===== src/rtl/multicycle_controller.sv =====
// Moore control FSM for a multi-cycle RV32I datapath with a shared memory,
// memory-ready stalls, a wait-cycle watchdog and a sticky trap state.
module multicycle_controller #(
    parameter int unsigned TIMEOUT_CYCLES = 16
) (
    input  logic       clk,
    input  logic       rst_n,
    input  logic [6:0] Opcode,
    input  logic       mem_ready,
    input  logic       Zero,
    output logic       PCWrite,
    output logic       IRWrite,
    output logic       IorD,
    output logic       MemRead,
    output logic       MemWrite,
    output logic       RegWrite,
    output logic       MemtoReg,
    output logic [1:0] ALUSrcA,
    output logic [1:0] ALUSrcB,
    output logic [1:0] ALUOp,
    output logic       PCSrc,
    output logic       retire,
    output logic       trap,
    output logic [1:0] trap_cause,
    output logic [3:0] state_o
);

    typedef enum logic [3:0] {
        StFetch   = 4'd0,
        StDecode  = 4'd1,
        StMemAddr = 4'd2,
        StMemRd   = 4'd3,
        StMemWb   = 4'd4,
        StMemWr   = 4'd5,
        StExecR   = 4'd6,
        StExecI   = 4'd7,
        StAluWb   = 4'd8,
        StBranch  = 4'd9,
        StTrap    = 4'd15
    } state_e;

    localparam logic [6:0] OpLoad   = 7'b0000011;
    localparam logic [6:0] OpStore  = 7'b0100011;
    localparam logic [6:0] OpRType  = 7'b0110011;
    localparam logic [6:0] OpIType  = 7'b0010011;
    localparam logic [6:0] OpBranch = 7'b1100011;

    localparam logic [1:0] CauseNone    = 2'b00;
    localparam logic [1:0] CauseIllegal = 2'b01;
    localparam logic [1:0] CauseTimeout = 2'b10;

    localparam logic [7:0] WaitLast = 8'(TIMEOUT_CYCLES - 1);

    state_e     state_q, state_d;
    logic [7:0] wait_q, wait_d;
    logic       is_store_q, is_store_d;
    logic [1:0] cause_q, cause_d;
    logic       mem_wait;

    always_ff @(posedge clk or negedge rst_n) begin
        if (!rst_n) begin
            state_q    <= StFetch;
            wait_q     <= 8'd0;
            is_store_q <= 1'b0;
            cause_q    <= CauseNone;
        end else begin
            state_q    <= state_d;
            wait_q     <= wait_d;
            is_store_q <= is_store_d;
            cause_q    <= cause_d;
        end
    end

    always_comb begin
        state_d    = state_q;
        wait_d     = 8'd0;
        is_store_d = is_store_q;
        cause_d    = cause_q;
        mem_wait   = 1'b0;
        PCWrite    = 1'b0;
        IRWrite    = 1'b0;
        IorD       = 1'b0;
        MemRead    = 1'b0;
        MemWrite   = 1'b0;
        RegWrite   = 1'b0;
        MemtoReg   = 1'b0;
        ALUSrcA    = 2'b00;
        ALUSrcB    = 2'b00;
        ALUOp      = 2'b00;
        PCSrc      = 1'b0;
        retire     = 1'b0;
        trap       = 1'b0;

        case (state_q)
            StFetch: begin
                mem_wait = 1'b1;
                MemRead  = 1'b1;
                ALUSrcB  = 2'b01;
                IRWrite  = mem_ready;
                PCWrite  = mem_ready;
                if (mem_ready) state_d = StDecode;
            end
            StDecode: begin
                ALUSrcA    = 2'b10;
                ALUSrcB    = 2'b10;
                is_store_d = (Opcode == OpStore);
                case (Opcode)
                    OpLoad, OpStore: state_d = StMemAddr;
                    OpRType:         state_d = StExecR;
                    OpIType:         state_d = StExecI;
                    OpBranch:        state_d = StBranch;
                    default: begin
                        state_d = StTrap;
                        cause_d = CauseIllegal;
                    end
                endcase
            end
            StMemAddr: begin
                ALUSrcA = 2'b01;
                ALUSrcB = 2'b10;
                state_d = is_store_q ? StMemWr : StMemRd;
            end
            StMemRd: begin
                mem_wait = 1'b1;
                MemRead  = 1'b1;
                IorD     = 1'b1;
                if (mem_ready) state_d = StMemWb;
            end
            StMemWb: begin
                RegWrite = 1'b1;
                MemtoReg = 1'b1;
                retire   = 1'b1;
                state_d  = StFetch;
            end
            StMemWr: begin
                mem_wait = 1'b1;
                MemWrite = 1'b1;
                IorD     = 1'b1;
                retire   = mem_ready;
                if (mem_ready) state_d = StFetch;
            end
            StExecR: begin
                ALUSrcA = 2'b01;
                ALUSrcB = 2'b00;
                ALUOp   = 2'b10;
                state_d = StAluWb;
            end
            StExecI: begin
                ALUSrcA = 2'b01;
                ALUSrcB = 2'b10;
                ALUOp   = 2'b10;
                state_d = StAluWb;
            end
            StAluWb: begin
                RegWrite = 1'b1;
                retire   = 1'b1;
                state_d  = StFetch;
            end
            StBranch: begin
                ALUSrcA = 2'b01;
                ALUSrcB = 2'b00;
                ALUOp   = 2'b01;
                PCSrc   = 1'b1;
                PCWrite = Zero;
                retire  = 1'b1;
                state_d = StFetch;
            end
            StTrap: begin
                trap = 1'b1;
            end
            default: state_d = StFetch;
        endcase

        // Watchdog: a ready in the last permitted cycle still completes the handshake.
        if (mem_wait && !mem_ready) begin
            if (wait_q == WaitLast) begin
                state_d = StTrap;
                cause_d = CauseTimeout;
            end else begin
                wait_d = wait_q + 8'd1;
            end
        end
    end

    assign trap_cause = cause_q;
    assign state_o    = state_q;

endmodule


===== config.mk =====
export PLATFORM = sky130hd
export DESIGN_NAME = multicycle_controller
export DESIGN_NICKNAME = d
export VERILOG_FILES = /design/src/rtl/multicycle_controller.sv
export SDC_FILE = /design/constraint.sdc
export NUM_CORES = 1
export LEC_CHECK = 0
export CORE_MARGIN = 5
export CORE_UTILIZATION = 48
export DETAILED_ROUTE_END_ITERATION = 6
export PLACE_DENSITY_LB_ADDON = 0.12
export SLEW_MARGIN = 30
export SYNTH_ARGS = -nofsm -noshare
export SYNTH_HDL_FRONTEND = slang
export SYNTH_SLANG_ARGS = --single-unit

===== constraint.sdc =====
create_clock -name clk -period 5.3 [get_ports clk]
set_clock_uncertainty 0.2 [all_clocks]
set_input_delay 1.325 -clock clk [delete_from_list [all_inputs] [get_ports clk]]
set_output_delay 1.325 -clock clk [all_outputs]
set_load 0.01 [all_outputs]

# Word-level counts from Yosys, hierarchy flattened
# Cells that the tools add are included.
[word_totals] ram_bits=0 latchBits=0 ff_bits=15 romBits=0 n_memories=0 elab_cells=62
[op_classes] n_eq_ne=16 div_mod_pow=0 mux=28 n_reduce_logical=13 shifts=0 order_cmp=0 n_bitwise=0 multipliers=0 add_sub_neg=1
[op_table] operator="one-hot mux 4 bit (7 select lines)" count=1
[op_table] operator="2-to-1 mux 4 bit" count=5
[op_table] operator="equality test 4 x 3 -> 1 bit, second input constant" count=4
[op_table] operator="2-to-1 mux 8 bit" count=2
[op_table] operator="one-hot mux 4 bit (4 select lines)" count=1
[op_table] operator="equality test 7 x 6 -> 1 bit, second input constant" count=2
[op_table] operator="equality test 4 bit, second input constant" count=3
[op_table] operator="one-hot mux 2 bit (2 select lines)" count=3
[op_table] operator="OR reduction 2 bit" count=5
[op_table] operator="2-to-1 mux 1 bit" count=9
[op_table] operator="OR reduction 3 bit" count=3
[op_table] operator="adder 8 x 1 -> 8 bit, second input constant" count=1
[op_table] operator="equality test 4 x 2 -> 1 bit, second input constant" count=2
[op_table] operator="equality test 8 x 4 -> 1 bit, second input constant" count=1
[op_table] operator="2-to-1 mux 2 bit" count=4
[op_table] operator="equality test 7 x 2 -> 1 bit, second input constant" count=1
[op_table] operator="equality test 7 x 5 -> 1 bit, second input constant" count=1
[op_table] operator="equality test 7 bit, second input constant" count=1
[op_table] operator="OR reduction 5 bit" count=1
[op_table] operator="equality test 4 x 1 -> 1 bit, second input constant" count=1
[op_table] operator="logical NOT 4 bit" count=1
[op_table] operator="one-hot mux 1 bit (2 select lines)" count=2
[op_table] operator="OR reduction 4 bit" count=1
[op_table] operator="2-to-1 mux 3 bit" count=1
[op_table] operator="2 further kinds" count=2

# Logic depth before layout (Yosys ltp)
# Gate-level depths: netlist of the first run.
[depth] word_depth=6 depth_mapped=6 ltp_nobuf=6

# Worst setup path after synthesis of the first run
# Ideal clock, no wire load.
[synth_path] path_kind="input to output" start="input port mem_ready" end="output port PCWrite" t_required_ns=3.775 path_stages=2 path_buffers=0 slack_ns=2.102 arrival_ns=1.673 cell_sequence="and2_1 a21o_1"
[synth_between] elab_chain_len=1
[synth_rtl] element="start: declaration" line_no="9" source="input logic mem_ready,"
[synth_rtl] element="one-hot mux 1 bit (2 select lines)" line_no="94" source="case (state_q)"
[synth_rtl] element="end: declaration" line_no="11" source="output logic PCWrite,"
# No other way between the ends.

# Final worst setup path of the first run
# Ends and elaborated chain as after synthesis.

==> impl_summary.txt, run 1 <==
----------------------------------------------------
[Run status]
  Status ... complete, no violations

[Final layout]
  Synthesis-to-finish area growth ... 35.9%
  Fill cells ... 173
  Count of nets after finishing ... 154
  Final cell area excluding filler cells ... 0.00133 sq mm
  Number of diodes ... 0
  Fraction of final layout cells sized beyond drive strength 1 ... 0.0922

[Critical path]
  Crit path largest cell delay ... 620 ps
  Most frequent CP cell ... sky130_fd_sc_hd__clkdlybuf4s50_1
  Cell family with the largest share of critical-path delay ... buffers and inverters
  Critical path cell sequence ... clkdlybuf4s50_1 > and2_1 > a21o_1 > clkdlybuf4s50_1
  Master of the slowest instance on the critical path ... sky130_fd_sc_hd__clkdlybuf4s50_1
  Worst R2R Start ... state_o[1]
  Worst reg2reg endpoint ... trap_cause[0]
  Maximum fanout along the worst path ... 8
  Critical Path Source Type ... input pin
  Worst Path Buf+Inv ... 2
  FF-to-FF setup slack ... 3300 ps
  Data required time at the worst endpoint ... 3770 ps
  Cells on worst reg2reg path ... 4
  Crit path kind ... in -> out
  Stages on worst setup path ... 4
  Crit end category ... output pin
  Data arrival time of the critical path ... 2740 ps

[Placed design]
  Final weighted congestion in routability-driven placement ... 0.804
  DPL Wire Length ... 1.74 mm
  Number of port buffers ... 32
  Dpl cell area ... 0.00130 sq mm

[Detailed routing]
  Number of remaining DRC errors ... 0
  Number of violations reported at the end of detailed-routing iteration 0 ... 17
  Final WL ... 2.18 mm
  Total vias in the final route ... 888
  Average vias per placed instance ... 5.29
  Length of the first detailed-routing pass in iterations ... 4
  Routed WL per cell ... 13.0 um
  Number of routed nets with antenna violations ... 0

[Clock tree]
  Clock tree root driver cell ... sky130_fd_sc_hd__clkbuf_4
  Buffer count from post-CTS setup fixing ... 0
  Number of buffers on the longest clock path ... 2
  Total CTS buffers ... 3
  Total of hold buffers inserted after clock tree synthesis ... 0
  Clock insertion delay at the later pin of the skew report ... 280 ps
  Resize count post-CTS ... 0
  Clock sink total ... 15
  Clock tree from TritonCTS ... done
  Number of H-tree levels ... 1
  Clock edge transition at the registers on the reported setup and hold paths ... 80 ps

[Synthesis]
  Mean area per synthesized cell ... 8.88 sq um
  Synthesized Nets ... 122
  Yosys reg bits ... 15
  Netlist area before placement ... 977 sq um
  Post-Synthesis Cells ... 110
  Synth async-reset ratio ... 1.00
  Number of enable flip-flop cells after synthesis ... 0
  Number of distinct library cell variants in the gate-level netlist after synthesis ... 42
  Post-synthesis sequential area ratio ... 0.384
  YS warnings ... 0
  Prevailing post-synth register cell ... sky130_fd_sc_hd__dfrtp_1

[STA]
  Final setup violating endpoints ... 0
  Final min period ... 4270 ps
  Total Neg Setup Slack ... 0 ps
  Pins Over Slew Limit ... 0
  Share of the clock period used by the worst path after layout ... 0.805
  Unrepaired setup endpoints after global routing ... no
  Actual transition at the worst max-transition pin ... 643 ps
  Final hold violations ... 0
  Headroom to the max-slew limit ... 0.570
  Max Freq ... 0.234 GHz

[Worst hold path]
  Number of stages on the worst hold path ... 1
  Class of the most critical hold timing path ... reg -> reg
  Worst Hold Path EP ... wait_q[0]
  Startpoint of the most critical hold path ... wait_q[0]

[Power]
  Worst IR drop on VDD ... 0.000320 V
  Static leakage power ... 0.000591 uW
  PD cells ... 455 mW/mm^2

[Global routing]
  Global-route wire length before repair ... 3.72 mm
  Antenna violations before repair ... 0
  Number of global-route vias before repair ... 864
  Overall global routing resource usage ... 0.168
  Remaining global-route overflow ... 0
  Pin count of the biggest net entering global routing ... 17

[Job]
  Max cap viols ... 0

[Die]
  Effective utilization at floorplan ... 0.503
  Core area ... 0.00194 sq mm
  Width of the chip ... 55.1 um
  Die height ... 55.1 um
  Overall die area ... 0.00304 sq mm
  Count of boundary I/O pins ... 33
  Number of standard-cell rows in the floorplan ... 16

----------------------------------------------------
## how the worst max path moves through the flow
| stage | from | endpoint | slack [ps] |
|---|---|---|---|
| floorplan | mem_ready | PCWrite | 2100 |
| global placement | mem_ready | PCWrite | 1050 |
| global route | mem_ready | PCWrite | 940 |
| detailed placement | mem_ready | PCWrite | 1020 |
| CTS | mem_ready | PCWrite | 1020 |
| finish | mem_ready | PCWrite | 1030 |
## layout by cell type (no fill, tap or decap), types with 2 or more instances in the layout
cell	count
sky130_fd_sc_hd__nor2_1	14
sky130_fd_sc_hd__nand3_1	3
sky130_fd_sc_hd__nor3_1	3
sky130_fd_sc_hd__nand2b_1	2
sky130_fd_sc_hd__inv_1	5
sky130_fd_sc_hd__clkdlybuf4s50_1	32
sky130_fd_sc_hd__mux2i_1	2
sky130_fd_sc_hd__xor2_1	5
sky130_fd_sc_hd__nand4bb_1	2
sky130_fd_sc_hd__nor4_1	2
sky130_fd_sc_hd__a21oi_1	5
sky130_fd_sc_hd__or4_1	2
sky130_fd_sc_hd__nand2b_4	2
sky130_fd_sc_hd__and2_2	2
sky130_fd_sc_hd__and2_1	2
sky130_fd_sc_hd__and3_1	2
sky130_fd_sc_hd__a21o_1	2
sky130_fd_sc_hd__or3_1	3
sky130_fd_sc_hd__clkbuf_4	3
sky130_fd_sc_hd__a21boi_1	2
sky130_fd_sc_hd__o21ai_0	4
sky130_fd_sc_hd__dfrtp_1	15
sky130_fd_sc_hd__nand2_1	9
## kinds of logic (layout without fill, tap and decap cells)
kind of cell / count (synthesis) / in the layout / share of synthesized area
and+or+nand+nor: 54 / 54 / 0.316
AOI/OAI and AO/OA: 22 / 22 / 0.161
DFF: 15 / 15 / 0.384
buffers and inverters: 10 / 41 / 0.0512
xor gates and xnor gates: 6 / 6 / 0.0538
muxes: 2 / 2 / 0.0205
adders and majority gates: 1 / 1 / 0.0128
## synth_stat cells, types with 3 or more instances
| cell | n | area share |
|---|---|---|
| sky130_fd_sc_hd__dfrtp_1 | 15 | 0.38 |
| sky130_fd_sc_hd__xor2_1 | 5 | 0.045 |
| sky130_fd_sc_hd__or3_1 | 3 | 0.019 |
| sky130_fd_sc_hd__o21ai_0 | 4 | 0.020 |
| sky130_fd_sc_hd__nor2_1 | 14 | 0.054 |
| sky130_fd_sc_hd__nor3_1 | 3 | 0.015 |
| sky130_fd_sc_hd__nand3_1 | 3 | 0.015 |
| sky130_fd_sc_hd__a21oi_1 | 5 | 0.026 |
| sky130_fd_sc_hd__nand2_1 | 9 | 0.035 |
| sky130_fd_sc_hd__inv_1 | 5 | 0.019 |
## area by class of cell
class | instances | area [sq um] | share of cell area
Multi-Input combinational cell | 85 | 552 | 0.416
Clock buffer | 3 | 22.5 | 0.0170
Timing Repair Buffer | 32 | 320 | 0.241
Tap cell | 27 | 33.8 | 0.0254
Sequential cell | 15 | 375 | 0.283
Inverter | 5 | 18.8 | 0.0141
Clock inverter | 1 | 5.00 | 0.00377
## per-layer routing
layer | vias to the layer above | share of wire | track usage
li1 | 452 | - | -
met5 | - | 0 | 0
met3 | 2 | 0.059 | 0.0483
met1 | 409 | 0.47 | 0.239
met4 | 0 | 0.0037 | 0.0243
met2 | 25 | 0.47 | 0.260
## report_power, final
part           total (uW)  switching (uW)  internal, uW
combinational         353             159           194
clock                64.1            36.0          28.0
sequential            186            53.4           133
## state kept, by name (all words and copies together), names as in the netlist
| signal | flops |
|---|---|
| trap_cause | 2 |
| is_store_q | 1 |
| state_o | 4 |
| wait_q | 8 |
## stage by stage
stage	util	hold WS [ps]	total power [uW]	cells	setup slack, ps
after global placement	0.669	236	537	164	1050
after CTS	0.684	264	610	168	1020
after detailed placement	0.669	252	545	164	1020
after global routing	0.684	295	653	168	943
after floorplan	-	224	388	110	2100
final	0.684	265	603	168	1030
(Power assumes the default switching activity.)
==> run 2: changes to the inputs <==
Settings changed: CORE_UTILIZATION 48 to 40.
Clock period 5.3 ns to 3.5 ns, I/O delays scaled along.
==> run 2 against run 1 <==
  * Critical path depth did not move
  * Routed wire length grew 1.7%
  * Highest routed layer unchanged
  * Combinational power increased by 52%
  * Power is 52% higher
  * Sequential share of layout area shrank 0.24 points
  * Via count rose by 3.9%
  * Core utilization is 13 points lower
  * Register-to-register slack got worse by 1800 ps
  * Non-clock buffer count up 1
  * Worst setup slack worse by 750 ps
==> impl_summary.txt, run 2 (synthesized netlist as in run 1, its figures left out) <==
----------------------------------------------------
[Final layout]
  Most common library cell in the layout ignoring fill and taps ... sky130_fd_sc_hd__clkdlybuf4s50_1
  Synthesis-to-finish area growth ... 37.0%
  Finished Layout Cells ... 172 (+2.4%)
  Fill cells ... 213 (+23%)
  Register containing the most flip-flops in the final layout ... wait_q
  Utilization of the core after routing ... 0.556 (-0.128)
  Count of nets after finishing ... 155 (+0.65%)
  Number of diodes ... 0 (unchanged)
  Commonest cells after routing, fill and taps aside ... sky130_fd_sc_hd__clkdlybuf4s50_1 (32), sky130_fd_sc_hd__dfrtp_1 (15), sky130_fd_sc_hd__nor2_1 (14), sky130_fd_sc_hd__nand2_1 (9)
  Flip-flop count of the largest register after layout ... 8 (unchanged)
  Fraction of final layout cells sized beyond drive strength 1 ... 0.0986 (+0.00639)

[Power]
  Static leakage power ... 0.000596 uW (+0.81%)
  PD cells ... 684 mW/mm^2 (+50%)
  Worst IR drop on VDD ... 0.000361 V (+13%)

[Clock tree]
  Clock edge transition at the registers on the reported setup and hold paths ... 90 ps (about the same)
  Clock insertion delay at the later pin of the skew report ... 280 ps (about the same)
  Number of H-tree levels ... 1 (unchanged)
  Clock tree root driver cell ... sky130_fd_sc_hd__clkbuf_4
  Number of buffers on the longest clock path ... 2 (unchanged)
  Clock sink total ... 15 (unchanged)
  Buffer count from post-CTS setup fixing ... 0 (unchanged)
  Clock tree from TritonCTS ... done
  Resize count post-CTS ... 0 (unchanged)
  Total CTS buffers ... 3 (unchanged)
  Total of hold buffers inserted after clock tree synthesis ... 0 (unchanged)

[Die]
  Die height ... 59.4 um (+7.8%)
  Number of standard-cell rows in the floorplan ... 18 (+2)
  Width of the chip ... 59.4 um (+7.8%)
  Overall die area ... 0.00353 sq mm (+16%)
  Core area ... 0.00241 sq mm (+24%)
  Effective utilization at floorplan ... 0.406 (-0.0977)
  Count of boundary I/O pins ... 33 (unchanged)

[STA]
  Share of the clock period used by the worst path after layout ... 0.918
  Final hold violations ... 0 (unchanged)
  Pins Over Slew Limit ... 0 (unchanged)
  Total Neg Setup Slack ... 0 ps (unchanged)
  Unrepaired setup endpoints after global routing ... no
  Max Freq ... 0.311 GHz
  Actual transition at the worst max-transition pin ... 647 ps (+4.17 ps)
  Headroom to the max-slew limit ... 0.567 (-0.00279)
  Final min period ... 3210 ps
  Final setup violating endpoints ... 0 (unchanged)

[Global routing]
  Number of global-route vias before repair ... 820 (-5.1%)
  Overall global routing resource usage ... 0.131 (-0.0371)
  Pin count of the biggest net entering global routing ... 17 (unchanged)
  Antenna violations before repair ... 0 (unchanged)
  Global-route wire length before repair ... 3.57 mm (-4.1%)
  Remaining global-route overflow ... 0 (unchanged)

[Critical path]
  Crit path kind ... in -> out
  Critical Path Source Type ... input pin
  Maximum fanout along the worst path ... 3 (-5)
  Crit end category ... output pin
  Cells on worst reg2reg path ... 4 (unchanged)
  Data required time at the worst endpoint ... 2420 ps (-1350 ps)
  Data arrival time of the critical path ... 2140 ps (-600 ps)

[Placed design]
  Number of port buffers ... 32 (unchanged)
  Final weighted congestion in routability-driven placement ... 0.782 (-2.8%)
  DPL Wire Length ... 1.73 mm (-0.18%)
  Placed Cells ... 168 (+2.4%)

[Detailed routing]
  Number of violations reported at the end of detailed-routing iteration 0 ... 11 (-6)
  Number of routed nets with antenna violations ... 0 (unchanged)
  Routed WL per cell ... 12.9 um (-0.67%)
  Average vias per placed instance ... 5.37 (+1.5%)
  Number of remaining DRC errors ... 0 (unchanged)
  Total vias in the final route ... 923 (+3.9%)
  Length of the first detailed-routing pass in iterations ... 4 (unchanged)
  Final WL ... 2.22 mm (+1.7%)

[Run status]
  Status ... complete, no violations

[Job]
  Max cap viols ... 0 (unchanged)

[Worst hold path]
  Number of stages on the worst hold path ... 1 (unchanged)
  Class of the most critical hold timing path ... reg -> reg

----------------------------------------------------
-- run 2: cell types whose count changed in the layout (fill, tap and decap cells not counted), sizes merged --
| cell | before | now |
|---|---|---|
| buf | 0 | 1 |
-- run 2: path summary, 6_finish.rpt --
check	start	end	slack, ps
max	mem_ready	PCWrite	290
min in group asynchronous	rst_n	wait_q[3]	790
max in group asynchronous	rst_n	wait_q[4]	1900
min	wait_q[0]	wait_q[0]	260
max reg2reg	state_o[1]	trap_cause[0]	1510
min reg2reg	wait_q[0]	wait_q[0]	260
-- run 2: power breakdown --
group	internal, uW	total, uW	leakage (uW)	switching (uW)
combinational	295	536	0.000380	241
clock	42.3	96.9	0.0000177	54.5
sequential	201	283	0.000199	81.3
total	539	915	0.000596	377
-- run 2: per-layer routing --
metal / vias to the layer above / global-route usage / wire length (um)
met5: - / 0 / 0
met4: 0 / 0.00971 / 10
met3: 2 / 0.0523 / 120
met2: 24 / 0.204 / 1050
met1: 441 / 0.179 / 1040
li1: 456 / - / -
-- run 2: layout make-up --
class	instances	area, sq um	area share
Clock inverter	1	5.00	0.00374
Sequential cell	15	375	0.280
Tap cell	30	37.5	0.0280
Clock buffer	3	22.5	0.0168
Timing Repair Buffer	33	328	0.245
Multi-Input combinational cell	85	552	0.412
Inverter	5	18.8	0.0140
-- run 2: metrics by stage --
step / hold slack, ps / setup slack, ps / area [sq um] / power [uW]
floorplan: 224 / 886 / 977 / 588
global placement: 237 / 313 / 1310 / 822
detailed placement: 245 / 279 / 1310 / 829
CTS: 258 / 284 / 1340 / 929
global route: 280 / 184 / 1340 / 984
finish: 255 / 287 / 1340 / 915
-- run 2: critical path: stages --
cell	delay, ps
sky130_fd_sc_hd__clkdlybuf4s50_1	490
sky130_fd_sc_hd__and2_1	150
sky130_fd_sc_hd__a21o_1	90
sky130_fd_sc_hd__clkdlybuf4s50_1	530
